## config.mk

```make
export PLATFORM = sky130hd
export DESIGN_NAME = stream_pkt_gen
export DESIGN_NICKNAME = d
export VERILOG_FILES = /design/src/rtl/stream_gen_pkg.sv /design/src/rtl/stream_rx_checker.sv /design/src/rtl/stream_pkt_gen.sv
export SDC_FILE = /design/constraint.sdc
export NUM_CORES = 1
export LEC_CHECK = 0
export BUFFER_PORTS_ARGS = -buffer_cell sky130_fd_sc_hd__buf_2
export CELL_PAD_IN_SITES_DETAIL_PLACEMENT = 1
export CELL_PAD_IN_SITES_GLOBAL_PLACEMENT = 1
export CORE_AREA = 2 2 485 487
export DETAILED_ROUTE_END_ITERATION = 12
export DIE_AREA = 0 0 487 489
export GPL_ROUTABILITY_DRIVEN = 0
export HOLD_SLACK_MARGIN = 0.15
export PLACE_DENSITY = 0.3
export SLEW_MARGIN = 20
export SYNTH_ARGS = -nofsm -noshare
export SYNTH_HDL_FRONTEND = slang
export SYNTH_SLANG_ARGS = --single-unit
```

## constraint.sdc

```tcl
create_clock -name ap_clk -period 4.1 [get_ports ap_clk]
set_clock_uncertainty 0.15 [all_clocks]
set_input_delay 0.615 -clock ap_clk [delete_from_list [all_inputs] [get_ports ap_clk]]
set_output_delay 0.615 -clock ap_clk [all_outputs]
set_load 0.02 [all_outputs]
```

## src/rtl/stream_gen_pkg.sv

```systemverilog
// Shared types, constants and helpers for the stream packet generator.
package stream_gen_pkg;

  localparam int unsigned LANE_W    = 32;
  localparam int unsigned MAX_PHIT  = 2048;
  localparam int unsigned MAX_LANES = MAX_PHIT / LANE_W;

  localparam logic [31:0] LFSR_POLY = 32'h8020_0003;

  typedef enum logic [2:0] {
    IDLE,
    HDR,
    PAY,
    GAP,
    DONE
  } state_e;

  typedef enum logic [1:0] {
    MODE_RAMP  = 2'd0,
    MODE_FLOAT = 2'd1,
    MODE_LFSR  = 2'd2
  } mode_e;

  // Copy one 32-bit word into the lowest 'lanes' lanes; callers truncate to their width.
  function automatic logic [MAX_PHIT-1:0] lane_replicate(input logic [31:0] w,
                                                         input int unsigned lanes);
    logic [MAX_PHIT-1:0] r;
    r = '0;
    for (int unsigned i = 0; i < MAX_LANES; i++) begin
      if (i < lanes) r[i*LANE_W +: LANE_W] = w;
    end
    return r;
  endfunction

  // One Galois step, shifting right with feedback from bit 0.
  function automatic logic [31:0] lfsr_step(input logic [31:0] s);
    return (s >> 1) ^ (s[0] ? LFSR_POLY : 32'h0);
  endfunction

  // Float pattern: the 5-bit beat index encoded as an IEEE-754 single.
  function automatic logic [31:0] float_generator(input logic [4:0] idx);
    logic [22:0] man;
    logic [7:0]  expo;
    int          msb;
    msb  = 0;
    man  = '0;
    expo = '0;
    for (int i = 0; i < 5; i++) begin
      if (idx[i]) msb = i;
    end
    if (idx != 5'd0) begin
      expo = 8'(127 + msb);
      man  = {18'b0, idx};
      man  = man << (23 - msb);
    end
    return {1'b0, expo, man};
  endfunction

endpackage

```

## src/rtl/stream_rx_checker.sv

```systemverilog
// RX sink bookkeeping: beat/packet counters and sticky framing error.
module stream_rx_checker
  import stream_gen_pkg::*;
#(
  parameter int unsigned PKT_LEN = 16
) (
  input  logic        clk,
  input  logic        rst_n,
  input  logic        rx_valid_i,
  input  logic        rx_ready_i,
  input  logic        rx_last_i,
  output logic [31:0] pkt_count_o,
  output logic [31:0] beat_count_o,
  output logic        err_o
);

  localparam logic [31:0] LAST_BEAT = 32'(PKT_LEN - 1);

  logic [31:0] pkt_cnt_q, pkt_cnt_d;
  logic [31:0] beat_cnt_q, beat_cnt_d;
  logic [31:0] bip_q, bip_d;
  logic        err_q, err_d;
  logic        hs_c;

  // Count handshakes and check each packet closes on exactly PKT_LEN beats.
  always_comb begin
    pkt_cnt_d  = pkt_cnt_q;
    beat_cnt_d = beat_cnt_q;
    bip_d      = bip_q;
    err_d      = err_q;
    hs_c       = rx_valid_i & rx_ready_i;
    if (hs_c) begin
      beat_cnt_d = beat_cnt_q + 32'd1;
      if (rx_last_i) begin
        pkt_cnt_d = pkt_cnt_q + 32'd1;
        bip_d     = '0;
        if (bip_q != LAST_BEAT) err_d = 1'b1;
      end else if (bip_q == LAST_BEAT) begin
        // Overlong packet: flag it and resynchronise the beat counter.
        err_d = 1'b1;
        bip_d = '0;
      end else begin
        bip_d = bip_q + 32'd1;
      end
    end
  end

  // Counter and error registers.
  always_ff @(posedge clk or negedge rst_n) begin
    if (!rst_n) begin
      pkt_cnt_q  <= '0;
      beat_cnt_q <= '0;
      bip_q      <= '0;
      err_q      <= 1'b0;
    end else begin
      pkt_cnt_q  <= pkt_cnt_d;
      beat_cnt_q <= beat_cnt_d;
      bip_q      <= bip_d;
      err_q      <= err_d;
    end
  end

  assign pkt_count_o  = pkt_cnt_q;
  assign beat_count_o = beat_cnt_q;
  assign err_o        = err_q;

endmodule

```

## src/rtl/stream_pkt_gen.sv

```systemverilog
// AXI-Stream packet generator (TX) with loopback framing checker (RX).
module stream_pkt_gen
  import stream_gen_pkg::*;
#(
  parameter int unsigned PHIT_SIZE  = 512,
  parameter int unsigned PKT_LEN    = 16,
  parameter int unsigned NUM_PKTS   = 0,
  parameter int unsigned GAP_CYCLES = 0,
  parameter int unsigned MODE       = 0,
  parameter logic [31:0] HEADER     = 32'h1234_5678,
  parameter logic [31:0] LFSR_SEED  = 32'hACE1_0001
) (
  input  logic                   ap_clk,
  input  logic                   ap_rst_n,
  input  logic                   start,
  input  logic                   abort,
  output logic                   busy,
  output logic                   done,
  output logic [31:0]            tx_pkt_count,
  output logic [PHIT_SIZE-1:0]   axis00_tdata,
  output logic                   axis00_tvalid,
  input  logic                   axis00_tready,
  output logic                   axis00_tlast,
  output logic [PHIT_SIZE/8-1:0] axis00_tkeep,
  input  logic [PHIT_SIZE-1:0]   axis01_tdata,
  input  logic                   axis01_tvalid,
  output logic                   axis01_tready,
  input  logic                   axis01_tlast,
  input  logic [PHIT_SIZE/8-1:0] axis01_tkeep,
  input  logic                   rx_ready,
  output logic [31:0]            rx_pkt_count,
  output logic [31:0]            rx_beat_count,
  output logic                   rx_err
);

  localparam int unsigned KEEP_W    = PHIT_SIZE / 8;
  localparam int unsigned LANES     = PHIT_SIZE / LANE_W;
  localparam logic [31:0] LAST_BEAT = 32'(PKT_LEN - 1);
  localparam logic [31:0] LAST_GAP  = 32'(GAP_CYCLES - 1);
  localparam logic [31:0] NUM_P     = 32'(NUM_PKTS);
  localparam mode_e       PAT       = mode_e'(2'(MODE));

  state_e                state_q, state_d;
  logic [31:0]           pkt_idx_q, pkt_idx_d;
  logic [31:0]           beat_idx_q, beat_idx_d;
  logic [31:0]           gap_cnt_q, gap_cnt_d;
  logic [31:0]           lfsr_q, lfsr_d;
  logic [31:0]           tx_cnt_q, tx_cnt_d;
  logic                  abort_seen_q, abort_seen_d;
  logic                  tvalid_q, tvalid_d;
  logic                  tlast_q, tlast_d;
  logic                  busy_q, busy_d;
  logic                  done_q, done_d;
  logic [PHIT_SIZE-1:0]  tdata_q, tdata_d;
  logic                  tx_hs_c;
  logic [31:0]           word_c;
  logic                  unused_rx_c;

  // Next-state logic; output registers are loaded from the next state so the
  // beat on the bus is stable until it is handshaked.
  always_comb begin
    state_d      = state_q;
    pkt_idx_d    = pkt_idx_q;
    beat_idx_d   = beat_idx_q;
    gap_cnt_d    = gap_cnt_q;
    lfsr_d       = lfsr_q;
    tx_cnt_d     = tx_cnt_q;
    abort_seen_d = abort_seen_q;
    tx_hs_c      = tvalid_q & axis00_tready;
    word_c       = '0;
    tdata_d      = '0;

    unique case (state_q)
      IDLE: begin
        if (start) begin
          state_d      = HDR;
          pkt_idx_d    = '0;
          beat_idx_d   = '0;
          tx_cnt_d     = '0;
          lfsr_d       = LFSR_SEED;
          abort_seen_d = abort;
        end
      end
      HDR: begin
        abort_seen_d = abort_seen_q | abort;
        if (tx_hs_c) begin
          state_d    = PAY;
          beat_idx_d = 32'd1;
        end
      end
      PAY: begin
        abort_seen_d = abort_seen_q | abort;
        if (tx_hs_c) begin
          lfsr_d = lfsr_step(lfsr_q);
          if (beat_idx_q == LAST_BEAT) begin
            beat_idx_d = '0;
            pkt_idx_d  = pkt_idx_q + 32'd1;
            tx_cnt_d   = tx_cnt_q + 32'd1;
            if ((NUM_PKTS != 0 && (pkt_idx_q + 32'd1) == NUM_P) ||
                abort_seen_q || abort) begin
              state_d = DONE;
            end else if (GAP_CYCLES > 0) begin
              state_d      = GAP;
              gap_cnt_d    = '0;
              abort_seen_d = 1'b0;
            end else begin
              state_d      = HDR;
              abort_seen_d = 1'b0;
            end
          end else begin
            beat_idx_d = beat_idx_q + 32'd1;
          end
        end
      end
      GAP: begin
        if (abort) begin
          state_d = DONE;
        end else if (gap_cnt_q == LAST_GAP) begin
          state_d = HDR;
        end else begin
          gap_cnt_d = gap_cnt_q + 32'd1;
        end
      end
      DONE: begin
        state_d = IDLE;
      end
      default: begin
        state_d = IDLE;
      end
    endcase

    tvalid_d = (state_d == HDR) || (state_d == PAY);
    tlast_d  = (state_d == PAY) && (beat_idx_d == LAST_BEAT);
    busy_d   = (state_d == HDR) || (state_d == PAY) || (state_d == GAP);
    done_d   = (state_d == DONE);

    unique case (PAT)
      MODE_RAMP:  word_c = {pkt_idx_d[15:0], beat_idx_d[15:0]};
      MODE_FLOAT: word_c = float_generator(beat_idx_d[4:0]);
      default:    word_c = lfsr_d;
    endcase

    if (state_d == HDR) begin
      tdata_d[31:0]  = HEADER;
      tdata_d[63:32] = pkt_idx_d;
    end else if (state_d == PAY) begin
      tdata_d = PHIT_SIZE'(lane_replicate(word_c, LANES));
    end
  end

  // State and registered TX outputs; reset drops tvalid immediately.
  always_ff @(posedge ap_clk or negedge ap_rst_n) begin
    if (!ap_rst_n) begin
      state_q      <= IDLE;
      pkt_idx_q    <= '0;
      beat_idx_q   <= '0;
      gap_cnt_q    <= '0;
      lfsr_q       <= LFSR_SEED;
      tx_cnt_q     <= '0;
      abort_seen_q <= 1'b0;
      tvalid_q     <= 1'b0;
      tlast_q      <= 1'b0;
      busy_q       <= 1'b0;
      done_q       <= 1'b0;
      tdata_q      <= '0;
    end else begin
      state_q      <= state_d;
      pkt_idx_q    <= pkt_idx_d;
      beat_idx_q   <= beat_idx_d;
      gap_cnt_q    <= gap_cnt_d;
      lfsr_q       <= lfsr_d;
      tx_cnt_q     <= tx_cnt_d;
      abort_seen_q <= abort_seen_d;
      tvalid_q     <= tvalid_d;
      tlast_q      <= tlast_d;
      busy_q       <= busy_d;
      done_q       <= done_d;
      tdata_q      <= tdata_d;
    end
  end

  assign busy          = busy_q;
  assign done          = done_q;
  assign tx_pkt_count  = tx_cnt_q;
  assign axis00_tdata  = tdata_q;
  assign axis00_tvalid = tvalid_q;
  assign axis00_tlast  = tlast_q;
  assign axis00_tkeep  = {KEEP_W{tvalid_q}};

  // RX payload and keep are not inspected, only framing.
  assign unused_rx_c   = ^{axis01_tdata, axis01_tkeep};
  assign axis01_tready = rx_ready;

  stream_rx_checker #(
    .PKT_LEN(PKT_LEN)
  ) u_rx_checker (
    .clk          (ap_clk),
    .rst_n        (ap_rst_n),
    .rx_valid_i   (axis01_tvalid),
    .rx_ready_i   (rx_ready),
    .rx_last_i    (axis01_tlast),
    .pkt_count_o  (rx_pkt_count),
    .beat_count_o (rx_beat_count),
    .err_o        (rx_err)
  );

endmodule
```

* Word-level counts from Yosys, hierarchy flattened
Index checks and enable logic that the tools add are counted.
** Word-level totals
- Register bits after elaboration :: 745
- Word-level logic and storage cells :: 90
** Cells by class
- Muxes and demuxes :: 34
- Eq/ne operators :: 16
- Reductions and logical operators :: 13
- Bitwise operators :: 5
- $add $sub $neg :: 7
** Operators with widths (number)
- two-way mux 512 bit :: 1
- two-way mux 448 bit :: 1
- two-way mux 32 bit :: 12
- adder 32 x 1 -> 32 bit (second input constant) :: 7
- one-hot mux 32 bit (2 select lines) :: 2
- == test 32 x 4 -> 1 bit (second input constant) :: 3
- one-hot mux 32 bit (3 select lines) :: 1
- two-way mux 64 bit :: 1
- == test 32 bit (second input constant) :: 1
- != test 32 x 4 -> 1 bit (second input constant) :: 1
- two-way mux 3 bit :: 7
- == test 3 x 2 -> 1 bit (second input constant) :: 4
- one-hot mux 3 bit (4 select lines) :: 1
- two-way mux 1 bit :: 7
- == test 3 x 1 -> 1 bit (second input constant) :: 2
- != test 2 bit (second input constant) :: 3
- AND reduction 3 bit :: 2
- AND reduction 2 bit :: 2
- AND reduction 4 bit :: 1
- nonzero test 2 bit :: 2
- == test 3 bit (second input constant) :: 1
- zero test 3 bit :: 1
- logical OR 1 bit :: 3
- one-hot mux 1 bit (3 select lines) :: 1
- 6 further kinds :: 8

* Depth between registers and ports, before layout
- Depth after elaboration :: 8
- Depth in mapped cells :: 13

* By module
A second synthesis with hierarchy kept.
** Unflattened totals
- Cells, all modules :: 1986
- Area total of the unflattened synthesis :: 18622.9 um2
** By module, submodules not included
- stream_pkt_gen :: cells each 1515, area an instance 13805.7 um2, sequential area each 5330.1 um2, instances 1
- stream_rx_checker :: cells each 471, area an instance 4817.1 um2, sequential area each 2427.3 um2, instances 1

* Least setup slack after synthesis
No wires, ideal clock.
- Path type :: reg-to-reg
- Start :: register tvalid_q (netlist: axis00_tvalid)
- End :: register tdata_q[40] (netlist: axis00_tdata[40])
- Arrival :: 3.307 ns
- Required time :: 3.867 ns
- Setup slack :: 0.559 ns
- Clock period less this slack :: 3.541 ns
- Cell stages (with the launch flop) :: 10
- Library setup time :: 0.083 ns
- Cell sequence :: dfrtp_1 -> and2_1 -> nand2_2 -> or4_1 -> clkbuf_1 -> o31a_1 -> inv_1 -> nand2_1 -> buf_2 -> o22ai_1
** On the way
- Word-level cells in the longest chain between the ends :: 6
- Elaborated cells between the ends (all ways) :: 13
- Those cells by class :: 2 x eq/ne; 10 x mux; 1 x bitwise
** RTL lines
- start, declared :: RTL line stream_pkt_gen.sv:50 : logic tvalid_q, tvalid_d;
- start signal, assigned :: RTL line stream_pkt_gen.sv:174 : tvalid_q <= tvalid_d;
- bitwise AND 1 bit * :: RTL line stream_pkt_gen.sv:69 : tx_hs_c = tvalid_q & axis00_tready;
- two-way mux 3 bit, on equally long branches :: RTL line stream_pkt_gen.sv:93, stream_pkt_gen.sv:86
- one-hot mux 3 bit (4 select lines) * :: RTL line stream_pkt_gen.sv:73 : unique case (state_q)
- named net state_d[0] :: RTL line stream_pkt_gen.sv:43 : state_e state_q, state_d;
- == test 3 x 2 -> 1 bit :: RTL line stream_pkt_gen.sv:146 : end else if (state_d == PAY) begin
- two-way mux 512 bit :: RTL line stream_pkt_gen.sv:146
- two-way mux 64 bit * :: RTL line stream_pkt_gen.sv:143 : if (state_d == HDR) begin
- named net tdata_d[40] :: RTL line stream_pkt_gen.sv:54 : logic [PHIT_SIZE-1:0] tdata_q, tdata_d;
- end signal, assigned :: RTL line stream_pkt_gen.sv:178 : tdata_q <= tdata_d;
- end, declared :: RTL line stream_pkt_gen.sv:54
The timed path passes the listed nets; every way through them passes the cells marked *.
A chain may end at the register's enable or synchronous reset.

* Final worst setup path
- Start :: register beat_idx_q[5]
- End :: register tdata_q[54] (netlist: axis00_tdata[54])
** On the way
- Word-level cells in the longest chain between the ends :: 7
- Elaborated cells between the ends (all ways) :: 11
- Those cells by class :: 3 x eq/ne; 8 x mux
** RTL lines
- start, declared :: RTL line stream_pkt_gen.sv:45 : logic [31:0] beat_idx_q, beat_idx_d;
- start signal, assigned :: RTL line stream_pkt_gen.sv:169 : beat_idx_q <= beat_idx_d;
- == test 32 x 4 -> 1 bit * :: RTL line stream_pkt_gen.sv:95 : if (beat_idx_q == LAST_BEAT) begin
- two-way mux 3 bit :: RTL line stream_pkt_gen.sv:95
- two-way mux 3 bit :: RTL line stream_pkt_gen.sv:93 : if (tx_hs_c) begin
- one-hot mux 3 bit (4 select lines) :: RTL line stream_pkt_gen.sv:73
- == test 3 x 2 -> 1 bit :: RTL line stream_pkt_gen.sv:146
- two-way mux 512 bit :: RTL line stream_pkt_gen.sv:146
- two-way mux 64 bit * :: RTL line stream_pkt_gen.sv:143
- named net tdata_d[54] :: RTL line stream_pkt_gen.sv:54
Marks and branches as above.

==> out/metrics.cfg <==
[status]
outcome = finished clean

[floorplan]
design.portCount = 1262
die_area_sq_mm = 0.238
core_area_sq_mm = 0.234
initial_utilization_pct = 7.85
row_count = 178
dieWidth_microns = 487
die_height_microns = 489

[finish]
layout_cells_sized_above_1_pct = 39.3
layout.nets = 2800
synthToLayoutAreaGrowth_pct = 31.2
filler_cell_count = 27600
final_non_filler_cells = 5307

[critical_path]
cp_data_arrival_time_ns = 3.90
crit_end_element = flop
critPathRequiredTime_ns = 4.53
critical_path_launch_point_type = flop
critical_path_class = reg2reg
critical_path.max_fanout = 15

[power_and_ir_drop]
cell_internal_pwr_mw = 6.93
power.density_mw_per_mm2 = 452
cellLeakagePower_nw = 11.8
switchingPower_mw = 3.95
sw_frac_of_total_pct = 36.3
largest_voltage_drop_on_the_vdd_net_mv = 0.367
power.combinational.fraction_pct = 25.8
power_frac_clock_pct = 42.2
seq_power_share_pct = 31.9

[route]
route.detailed.wl_per_inst_microns = 15.0
overall_via_count_from_detail_route = 14400
drc = 0
routed_wl_microns = 79800
post_drt_via_cell_ratio = 2.71
detail_route.iter0.violations = 526
remaining_number_of_nets_flagged_by_the_antenna_check_after_routing = 0
drt_pre_antenna_iters = 4

[logic_synthesis]
synth.top_cell.area_share_pct = 42.3
synthCells = 1954
post_synth_main_area_contributors = dfrtp_1, buf_4, xnor2_1, xor2_1, nor2_1
ys_dominant_reg_cell = dfrtp_1
yosys-top-cells-count = buf_4, dfrtp_1, nor2_1
synth_sequential_area_ratio_pct = 42.3
yosys_register_bits = 310
number_of_flops_mapped_to_enable_cells_by_yosys = 0
synth_cell_type_count = 84
synth-async-reset-ratio_pct = 100
synthesized_netlist_net_count = 2545
synthDominantAreaCellType = dfrtp_1
synth.cell_area_sq_mm = 0.0183
synth-warning-count = 0
synthMostInstantiatedCell = buf_4
avg_inst_size_synth_sq_um = 9.39

[grt]
antenna_found_initial = 7
grt_overflow_total = 0
first_global_vias = 14300
grt_start_max_net_pins = 94
grt.total_usage_pct = 6.41
grt_first_pass_wirelength_microns = 111000

[sta]
timing_hold_violations_final = 0
accumulated_negative_setup_slack_ns = 0
final-max-slew-violation-count = 0
post-route-min-period_ns = 3.46
tightestPinTransition_ns = 0.849
slew-limit-headroom_pct = 43.4
final_min_period_over_clock_period_pct = 84.5
grt_setup_unrepaired = false
max_clock_freq_ghz = 0.289
final-setup-viol-count = 0

[hold_path]
holdCritPathClass = in2reg

[clocking]
cts_tree = built
tritoncts_num_sinks = 310
clkLatencyLatePin_ns = 0.64
ctsRootBufferMaster = clkbuf_16
cts-htree-levels = 2
cts_buffer_depth = 3
clkTransAtPathRegs_ns = 0.06
cts.repair_timing.setup_buffer_count = 0
cts_buffers = 47

[place]
buffer_ports.inserted = 685
placed_cell_count = 5217
dp.final_hpwl_microns = 59600

[flow_run]
max_cap_violations = 0

==> layout by cell type (no fill, tap or decap), types with 8 or more instances in the layout <==
cell	count
buf_2	684
dfrtp_1	309
nor2_1	152
nand2_1	137
nand3_1	95
xnor2_1	89
xor2_1	74
buf_4	74
o21ai_0	67
nand4_1	54
and3_1	49
clkbuf_16	48
inv_1	39
a21oi_1	35
nor3_1	30
a21o_1	22
o31ai_1	20
nor4_1	19
and4_1	17
or3_1	16
and2_1	16
clkbuf_1	11
a31oi_1	10
bufinv_16	10
o311ai_0	8
==> metrics by stage <==
stage	setup slack (ns)	util (%)	total power, mW	hold slack (ns)	instance area [sq um]
after global placement	0.380	9.54	6.48	0.303	22300
after floorplan	0.559	-	5.52	0.169	18300
final	0.636	10.3	10.9	0.303	24100
after detailed placement	0.447	9.54	6.48	0.302	22300
after CTS	0.434	10.3	11.3	0.234	24000
after global routing	0.315	10.3	11.5	0.280	24000
==> worst paths after layout <==
check	from	end	cells after the start	slack, ns
setup / recovery	beat_idx_q[5]	axis00_tdata[54]	10	0.64
hold reg to reg	gap_cnt_q[19]	gap_cnt_q[19]	1	0.31
hold / removal	start	abort_seen_q	4	0.30
setup reg to reg	beat_idx_q[5]	axis00_tdata[54]	10	0.64
min in group asynchronous	ap_rst_n	u_rx_checker.beat_count_o[29]	2	0.40
max in group asynchronous	ap_rst_n	axis00_tdata[61]	3	2.38
==> power groups by stage <==
stage,clock [mW],sequential [mW],combinational (mW)
floorplan,0,3.66,1.87
global placement,0,3.54,2.94
detailed placement,0,3.54,2.94
CTS,4.85,3.49,2.95
global route,4.96,3.51,3.08
finish,4.60,3.47,2.81
==> timing repair <==
action                                 4_1_cts  5_1_grt
gates resized for setup                      0        0
endpoints found under the hold margin       51        0
hold buffers                                 3        0
==> metal layers <==
layer,track usage [%],part of all wire [%]
met5,0,0
met1,7.29,40
met2,11.9,51
met4,1.35,1.7
met3,1.67,7.0
==> final cells by class <==
class	instances	area [sq um]	share of cell area, %
sequential	310	7760	32.3
multi-input combinational	1041	6420	26.7
timing repair buffer	769	4160	17.3
tap	3060	3830	15.9
clock buffer	66	1340	5.57
clock inverter	17	380	1.58
inverter	40	150	0.624
antenna	4	10.0	0.0416
==> critical path: stages (launching register included) <==
cell	delay, ns
dfrtp_1	0.57
nor4_4	0.37
nand3_2	0.14
or4_1	0.61
buf_12	0.20
nand2_1	0.11
o21ai_2	0.09
nor2_1	0.21
nand2_1	0.27
o32ai_1	0.50
buf_4	0.18
==> flip-flops by register name, summed over array words and instances (netlist names) <==
| signal | count |
|---|---|
| tx_pkt_count | 32 |
| u_rx_checker.err_o | 1 |
| u_rx_checker.pkt_count_o | 32 |
| busy | 1 |
| pkt_idx_q | 32 |
| state_q | 3 |
| axis00_tdata | 77 |
| beat_idx_q | 32 |
| axis00_tvalid | 1 |
| u_rx_checker.bip_q | 32 |
| axis00_tlast | 1 |
| done | 1 |
| gap_cnt_q | 32 |
| abort_seen_q | 1 |
| u_rx_checker.beat_count_o | 32 |
==> cell families (layout without fill, tap and decap cells) <==
family,Yosys count,count (layout),synth area share [%]
compound gates,223,223,8.04
buf+inv,603,892,22.8
fa+ha+maj,7,7,0.478
mux,4,4,0.239
xor+xnor,163,163,7.78
other cells,0,4,0
simple gates,644,644,18.4
flops,310,310,42.3
Note: power is estimated with default switching activity, not from simulation.
